===== src/rtl/td4_input_port.sv =====
// td4_input_port: synchronizes and debounces raw board switches and presents
// them to the TD4 CPU as a value that only changes on CPU clock ticks.
module td4_input_port #(
  parameter int WIDTH    = 4,
  parameter int DEBOUNCE = 16,
  parameter int STICKY   = 1
) (
  input  logic             clk,
  input  logic             reset_n,
  input  logic [WIDTH-1:0] sw,
  input  logic             tick,
  output logic [WIDTH-1:0] in_,
  output logic [WIDTH-1:0] level,
  output logic             changed
);

  localparam int CW = (DEBOUNCE > 2) ? $clog2(DEBOUNCE) : 1;
  localparam logic [CW-1:0] CNT_MAX = CW'(DEBOUNCE - 1);

  logic [WIDTH-1:0]         s1_q;
  logic [WIDTH-1:0]         s2_q;
  logic [WIDTH-1:0]         level_q;
  logic [WIDTH-1:0]         level_d;
  logic [WIDTH-1:0][CW-1:0] cnt_q;
  logic [WIDTH-1:0][CW-1:0] cnt_d;
  logic [WIDTH-1:0]         press_q;
  logic [WIDTH-1:0]         press_d;
  logic [WIDTH-1:0]         in_q;
  logic [WIDTH-1:0]         in_d;
  logic                     changed_q;
  logic                     changed_d;
  logic [WIDTH-1:0]         rise_s;

  // Per-bit debounce: reaching CNT_MAX either transfers the bit or the count
  // restarts, so the counter can never wrap.
  always_comb begin
    level_d = level_q;
    cnt_d   = cnt_q;
    for (int i = 0; i < WIDTH; i++) begin
      if (s2_q[i] == level_q[i]) begin
        cnt_d[i] = '0;
      end else if (cnt_q[i] == CNT_MAX) begin
        level_d[i] = s2_q[i];
        cnt_d[i]   = '0;
      end else begin
        cnt_d[i] = cnt_q[i] + CW'(1);
      end
    end
  end

  // Edge detect and tick sampling; a rise landing on a tick edge is parked in
  // press so the following tick still reports it.
  always_comb begin
    rise_s    = level_d & ~level_q;
    changed_d = |(level_d ^ level_q);
    in_d      = in_q;
    press_d   = '0;
    if (STICKY != 0) begin
      if (tick) begin
        in_d    = level_q | press_q;
        press_d = rise_s;
      end else begin
        in_d    = in_q;
        press_d = press_q | rise_s;
      end
    end else begin
      if (tick) begin
        in_d = level_q;
      end else begin
        in_d = in_q;
      end
      press_d = '0;
    end
  end

  // State registers
  always_ff @(posedge clk or negedge reset_n) begin
    if (!reset_n) begin
      s1_q      <= '0;
      s2_q      <= '0;
      level_q   <= '0;
      cnt_q     <= '0;
      press_q   <= '0;
      in_q      <= '0;
      changed_q <= 1'b0;
    end else begin
      s1_q      <= sw;
      s2_q      <= s1_q;
      level_q   <= level_d;
      cnt_q     <= cnt_d;
      press_q   <= press_d;
      in_q      <= in_d;
      changed_q <= changed_d;
    end
  end

  assign in_     = in_q;
  assign level   = level_q;
  assign changed = changed_q;

endmodule


===== config.mk =====
export PLATFORM = sky130hd
export DESIGN_NAME = td4_input_port
export DESIGN_NICKNAME = d
export VERILOG_FILES = /design/src/rtl/td4_input_port.sv
export SDC_FILE = /design/constraint.sdc
export NUM_CORES = 1
export LEC_CHECK = 0
export ABC_AREA = 1
export BUFFER_PORTS_ARGS = -buffer_cell sky130_fd_sc_hd__clkbuf_2
export CORE_MARGIN = 3
export CORE_UTILIZATION = 50
export DETAILED_ROUTE_END_ITERATION = 12
export PLACE_DENSITY = 0.76
export SLEW_MARGIN = 20
export SYNTH_ARGS = -nofsm -noshare
export SYNTH_HDL_FRONTEND = slang
export SYNTH_SLANG_ARGS = --single-unit

===== constraint.sdc =====
create_clock -name clk -period 1.2 [get_ports clk]
set_input_delay 0.06 -clock clk [delete_from_list [all_inputs] [get_ports clk]]
set_output_delay 0.06 -clock clk [all_outputs]
set_load 0.01 [all_outputs]

# ---- After elaboration in Yosys (flattened, before gate mapping)
# Cells that the tools add are included.
dict set report word_totals {
  input_bits 7
  output_inout_bits 9
  regBits 37
}
dict set report op_classes {
  n_addsub 4
  n_eq_ne 8
  reduce_logical 1
  n_bitwise 5
  n_mux 17
}
# operator count
set ops {}
lappend ops {{$mux 4} 9}
lappend ops {{$add 4x1->4 const B} 4}
lappend ops {{$eq 4x4->1 const B} 4}
lappend ops {{$mux 1} 8}
lappend ops {{$or 4x4->4} 2}
lappend ops {{$and 4x4->4} 1}
lappend ops {{$eq 1x1->1} 4}
lappend ops {{$not 4->4} 1}
lappend ops {{$reduce_or 4->1} 1}
lappend ops {{$xor 4x4->4} 1}

# ---- Depth between registers and ports, before layout
# Gate-level depths: netlist of run 1.
dict set report logic_depth {
  depth_word 6
  depth_mapped 6
}

# ---- Worst setup path after synthesis of run 1
# Ideal clock, no wire load.
dict set report synth_path {
  path_kind {reg2reg}
  startpoint {register cnt_q[8] in the netlist's numbering}
  endpoint {register changed_q (netlist: changed)}
  path_slack_ns -0.085
  t_required_ns 1.070
  path_stages_with_launch 6
  t_arrival_ns 1.155
  path_buffers 0
  period_less_slack_ns 1.285
  cell_sequence {dfrtp_1 -> ha_1 -> nand3_1 -> o21ai_1 -> ha_1 -> nand4_1}
}
dict set report synth_between {
  elab_chain_cells 5
}
# item line
set synth_rtl {}
lappend synth_rtl {{start: declaration} 24} ;# logic [WIDTH-1:0][CW-1:0] cnt_q;
lappend synth_rtl {{start signal: assignment} 90} ;# cnt_q <= cnt_d;
lappend synth_rtl {{$eq 4x4->1} 42} ;# end else if (cnt_q[i] == CNT_MAX) begin
lappend synth_rtl {{$mux 1} 42}
lappend synth_rtl {{$mux 1} 40} ;# if (s2_q[i] == level_q[i]) begin
lappend synth_rtl {{via level_d[2]} 23} ;# logic [WIDTH-1:0] level_d;
lappend synth_rtl {{$xor 4x4->4} 55} ;# changed_d = |(level_d ^ level_q);
lappend synth_rtl {{$reduce_or 4->1} 55}
lappend synth_rtl {{via changed_d} 31} ;# logic changed_d;
lappend synth_rtl {{end signal: assignment} 93} ;# changed_q <= changed_d;
lappend synth_rtl {{end: declaration} 30} ;# logic changed_q;
# The timed path passes the listed nets, and every way through them passes these cells.
# A chain may end at the register's enable or synchronous reset.

# ---- Final worst setup path of run 1
dict set report layout_path {
  startpoint {register cnt_q[4] in the netlist's numbering}
  endpoint {register changed_q (netlist: changed)}
}
# Same word-level chain as after synthesis.

==> flow_metrics.tcl, run 1 <==
set metrics [dict create \
    status "complete, but fails checks" \
    violations "negative setup slack" \
    synthToLayoutAreaGrowth_pct 35.3 \
    place.gp.congestion 0.791 \
    cp-end-kind "flip-flop" \
    dp_cells 205 \
    reg2reg_slack_ps -180 \
    cts_tree "done" \
    synth_nets 158 \
    final_cells 229 \
    num_vias 1169 \
    syn-cell-area_um2 1520 \
    postPlaceCellArea_um2 1780 \
    ir_drop_uv 711 \
    start_util 0.538 \
    ff2ff_path_depth 6 \
    grt_overflow 0 \
    ys_ff_latch 37 \
    antenna_left 0 \
    r2r-end "changed$_DFF_PN0_" \
    htree_levels 2 \
    cp_cell_sequence "ha_2 > nand3_2 > nand2_1 > o21ai_2 > ha_1 > nand4_1" \
    grt_max_degree 38 \
    total_power_mw 2.26 \
    dieArea_um2 3740 \
    finalNetCount 213 \
    antenna_found_initial 0 \
    grt_usage 0.170 \
    yosysSeqAreaShare 0.608 \
    clock-sinks 37 \
    fp-row-count 19 \
    drc 0 \
    cp_max_fo 3 \
    grt_pass1_vias 1195 \
    worst_pin_slew_ps 448 \
    hold_viol 0 \
    yosys_warnings 0 \
    hold_path_class "input pin to flip-flop" \
    p_per_area_nw_per_um2 1100 \
    fin_crit_sh 1.15 \
    wl_um 3020 \
    drive_above_1_share 0.414 \
    critPathRequiredTime_ps 1390 \
    wl_per_cell_um 13.2 \
    min_to "press_q[2]$_DFF_PN0_" \
    gr-usage-met2 0.317 \
    rsz0062_at_grt "true" \
    worstHoldPathCells 2 \
    final_cell_mix "dfrtp_1 (37), buf_4 (28), inv_1 (20)" \
    holdCritStartpoint "tick" \
    max-clock-path-buffers 2 \
    reg2reg_from "cnt_q[4]$_DFF_PN0_" \
    max_stage_delay_ps 380 \
    leakage_nw 1.02 \
    grtUsageMet1 0.182 \
    cts_buffers 5 \
    slew_headroom 0.701 \
    worst_setup_path_start_kind "flip-flop" \
    dr.pass1.iters 4 \
    fin_hold_ws_ps 119 \
    fp.dieW_um 61.2 \
    cp.arrival_ps 1570 \
    path_delay_family "adder cells" \
    crit_type "flip-flop to flip-flop" \
    drv_slew 0 \
    crit_slowest_cell "dfrtp_1" \
    port-buffer-count 15 \
    synth_cell_types 17 \
    core_area_um2 2830 \
    cap_violations 0 \
    grt_pass1_wl_um 4710 \
    fmax_ghz 0.727 \
    skew_ps 5.70 \
    avgSynthCellArea_um2 10.6 \
    ios 16 \
    dpl.hpwl_um 1980 \
    path_clk_slew_ps 100 \
    root_buffer "clkbuf_4" \
    crit_buf_inv 0 \
    final_common_cell "dfrtp_1" \
    grtUsageMet3 0.0545 \
    final_cell_area_um2 2060 \
    syn-instance-count 143 \
    postLayoutSetupSlackWorst_ps -176 \
    drt_iter0_markers 28 \
    diodes 0 \
    clock_latency_ps 320 \
    period_minus_slack_ps 1380 \
    die_h_um 61.2 \
    setup_viol 4 \
    grt_busiest_layer "met2" \
    setup_tns_ps -369 \
    via_per_inst 5.10 \
]
==> worst reg2reg max path: cells and delay by family (launching register included) <==
kind	cells	cell delay, ps
compound gates	1	60
fa+ha+maj	2	470
flops	1	380
simple gates	3	330
==> synth_stat cells (all sizes together) <==
| master | instances | share of area |
|---|---|---|
| nor2 | 18 | 0.044 |
| nor3 | 1 | 0.0066 |
| o21ai | 4 | 0.013 |
| nand4 | 4 | 0.016 |
| o21bai | 4 | 0.020 |
| nand2 | 22 | 0.061 |
| xnor2 | 3 | 0.017 |
| inv | 22 | 0.054 |
| dfrtp | 37 | 0.61 |
| buf | 1 | 0.0074 |
| ha | 8 | 0.066 |
| a21oi | 3 | 0.017 |
| nand3 | 12 | 0.053 |
| a31oi | 4 | 0.016 |
==> cell families (layout without fill, tap and decap cells) <==
family | Yosys count | after routing | synth area share
flops | 37 | 37 | 0.608
buf+inv | 23 | 78 | 0.0616
fa+ha+maj | 8 | 8 | 0.0657
xor+xnor | 3 | 3 | 0.0173
simple gates | 57 | 57 | 0.181
compound gates | 15 | 15 | 0.0666
==> power breakdown <==
group | internal, mW | switching (mW)
Sequential | 1.30 | 0.0424
Combinational | 0.136 | 0.129
Clock | 0.277 | 0.373
==> cell type report <==
| type | count | area (um2) |
|---|---|---|
| clock buffer | 7 | 55.1 |
| fill | 195 | 768 |
| inverter | 22 | 82.6 |
| multi-input combinational | 83 | 612 |
| sequential | 37 | 926 |
| tap | 31 | 38.8 |
| timing repair buffer | 49 | 347 |
==> flip-flops by register name (all words and copies together) (netlist names) <==
signal,count
in_,4
press_q,4
level,4
s2_q,4
changed,1
s1_q,4
cnt_q,16
==> per-layer routing <==
layer,up-vias,part of all wire
met5,-,0
met4,0,0.0076
met3,4,0.037
met2,20,0.54
met1,571,0.41
li1,574,-
==> repair_timing <==
action                                  CTS  global route
endpoints found under the setup margin    5             6
gates resized for setup                   4            14
pin swaps                                 9             9
endpoints found under the hold margin    41             0
setup buffers                             6             6
hold buffers                              5             0
==> stage by stage <==
stage,util,setup slack [ps]
after floorplan,-,-54.4
after global placement,0.628,-54.8
after detailed placement,0.628,-156
after CTS,0.685,-153
after global routing,0.728,-232
final,0.728,-176
==> worst max path at each step <==
stage,cells after the start,startpoint,slack (ps),to
global placement,6,cnt_q[8]$_DFF_PN0_,-50,changed$_DFF_PN0_
floorplan,6,cnt_q[8]$_DFF_PN0_,-50,changed$_DFF_PN0_
global route,6,cnt_q[4]$_DFF_PN0_,-230,changed$_DFF_PN0_
finish,6,cnt_q[4]$_DFF_PN0_,-180,changed$_DFF_PN0_
detailed placement,6,cnt_q[4]$_DFF_PN0_,-160,changed$_DFF_PN0_
CTS,6,cnt_q[9]$_DFF_PN0_,-150,changed$_DFF_PN0_
No activity file was read; power rests on OpenSTA's default activity.
==> run 2, diff against run 1 <==
Settings changed: PLACE_DENSITY 0.76 to 0.74.
==> run 2 against run 1 <==
- the run still ends with negative setup slack left
- via count rose by 1.5%
- final cell count unchanged
- final area up 4.3%
- flip-flop and latch count stayed put
- critical path type unchanged
- largest cell class unchanged
==> flow_metrics.tcl, run 2 (synthesized netlist as in run 1, its figures left out) <==
set metrics [dict create \
    clock-sinks 37 \
    core_area_um2 2830 \
    cts_tree "done" \
    num_vias 1187 \
    dieArea_um2 3740 \
    antenna_left 0 \
    fillers 190 \
    critPathRequiredTime_ps 1410 \
    die_h_um 61.2 \
    htree_levels 2 \
    largest-register "cnt_q" \
    skew_ps 12.5 \
    grt_overflow 0 \
    worst_pin_slew_ps 443 \
    combPwrFrac 0.117 \
    switching_share 0.234 \
    clock_latency_ps 330 \
    place.gp.congestion 0.773 \
    dp_slack_ps -100 \
    internal_power_mw 1.88 \
    finalNetCount 213 \
    cap_violations 0 \
    seqPwrFrac 0.552 \
    cts_buffers 5 \
    dr.pass1.iters 4 \
    worst_setup_path_start_kind "flip-flop" \
    fmax_ghz 0.772 \
    diodes 0 \
    drv_slew 0 \
    port-buffer-count 15 \
    via_per_inst 5.18 \
    root_buffer "clkbuf_4" \
    setup_viol 6 \
    grt_pass1_vias 1209 \
    violations "negative setup slack" \
    net-switching-power_mw 0.572 \
    cp-end-kind "flip-flop" \
    max-clock-path-buffers 2 \
    cp_max_fo 3 \
    multi_input_area_um2 671 \
    drt_iter0_markers 65 \
    slew_headroom 0.705 \
    grt_usage 0.192 \
    setup_tns_ps -272 \
    start_util 0.538 \
    drive_above_1_share 0.439 \
    largest_reg_flops 16 \
    p_clk_frac 0.331 \
    leakage_nw 1.04 \
    fin_crit_sh 1.08 \
    period_minus_slack_ps 1300 \
    wl_um 3310 \
    regArea_um2 926 \
    grt_pass1_wl_um 5070 \
    total_power_mw 2.45 \
    antenna_found_initial 0 \
    drc 0 \
    dpl.hpwl_um 2180 \
    crit_type "flip-flop to flip-flop" \
    wl_per_cell_um 14.4 \
    fp-row-count 19 \
    hold_viol 0 \
    p_per_area_nw_per_um2 1140 \
    fp.dieW_um 61.2 \
    cp.arrival_ps 1510 \
    ios 16 \
    path_clk_slew_ps 110 \
    ir_drop_uv 768 \
    final_cell_mix "dfrtp_1 (37), buf_4 (27), inv_1 (20)" \
    final_common_cell "dfrtp_1" \
    status "complete, but fails checks" \
    synthToLayoutAreaGrowth_pct 41.2 \
    hold_path_class "input pin to flip-flop" \
    rsz0062_at_grt "true" \
    postLayoutSetupSlackWorst_ps -95.6 \
    grt_max_degree 22 \
]
[run 2: cell count changes in the layout (fill, tap and decap cells not counted), moves of 2 or more]
cell     before  now
nand2_2       7    9
ha_4          2    4
xnor2_2       0    2
ha_2          4    0
xnor2_1       3    1
ha_1          2    4
nand2_1      15   13
nand3_4       3    6
nand3_1       5    3
[run 2: per-stage QoR]
step | instances | hold WS (ps) | utilization | instance area (um2)
3_5_place_dp | 205 | 20.4 | 0.632 | 1790
3_3_place_gp | 205 | 17.5 | 0.632 | 1790
6_report | 229 | 83.7 | 0.760 | 2150
4_1_cts | 225 | 55.7 | 0.703 | 1990
2_1_floorplan | 143 | -236 | - | 1550
5_1_grt | 229 | 62.0 | 0.760 | 2150
[run 2: worst max-delay path: stages (launching register included)]
cell and delay [ps]:
dfrtp_1 410, ha_4 170, nand3_4 80, nand2_2 80
o21ai_2 60, ha_1 280, nand4_1 90
[run 2: path summary, 6_finish.rpt]
check                                   start                    to  cells past startpoint  slack (ps)
hold reg to reg             s1_q[0]$_DFF_PN0_     s2_q[0]$_DFF_PN0_                      0         360
setup reg to reg           cnt_q[9]$_DFF_PN0_     changed$_DFF_PN0_                      6        -100
hold / removal                           tick  press_q[2]$_DFF_PN0_                      2          80
max in group asynchronous             reset_n    cnt_q[1]$_DFF_PN0_                      3         540
min in group asynchronous             reset_n  press_q[1]$_DFF_PN0_                      2         190
setup / recovery           cnt_q[9]$_DFF_PN0_     changed$_DFF_PN0_                      6        -100
[run 2: layer usage]
layer  global-route usage  wire length, um  vias up
li1                     -                -      575
met1                0.196             1260      579
met2                0.349             1840       24
met3               0.0587              128        9
met4               0.0991               89        0
met5                    0                0        -
[run 2: timing repair]
action / 4_1_cts / 5_1_grt
setup buffers: 8 / 5
pin swaps: 7 / 6
gates resized for setup: 5 / 22
hold buffers: 5 / 0
endpoints found under the setup margin: 5 / 10
hold endpoints to repair: 41 / 0
[run 2: power groups by stage]
stage	clock network [mW]	logic (mW)	registers (mW)
floorplan	0	0.0933	1.37
global placement	0	0.207	1.36
detailed placement	0	0.220	1.36
CTS	0.846	0.249	1.34
global route	0.899	0.321	1.36
finish	0.810	0.286	1.35
[run 2: cell type report]
| class | count | share of cell area |
|---|---|---|
| clock buffer | 5 | 0.0175 |
| tap | 31 | 0.0180 |
| clock inverter | 2 | 0.0163 |
| multi-input combinational | 83 | 0.312 |
| inverter | 22 | 0.0384 |
| timing repair buffer | 49 | 0.167 |
| sequential | 37 | 0.431 |
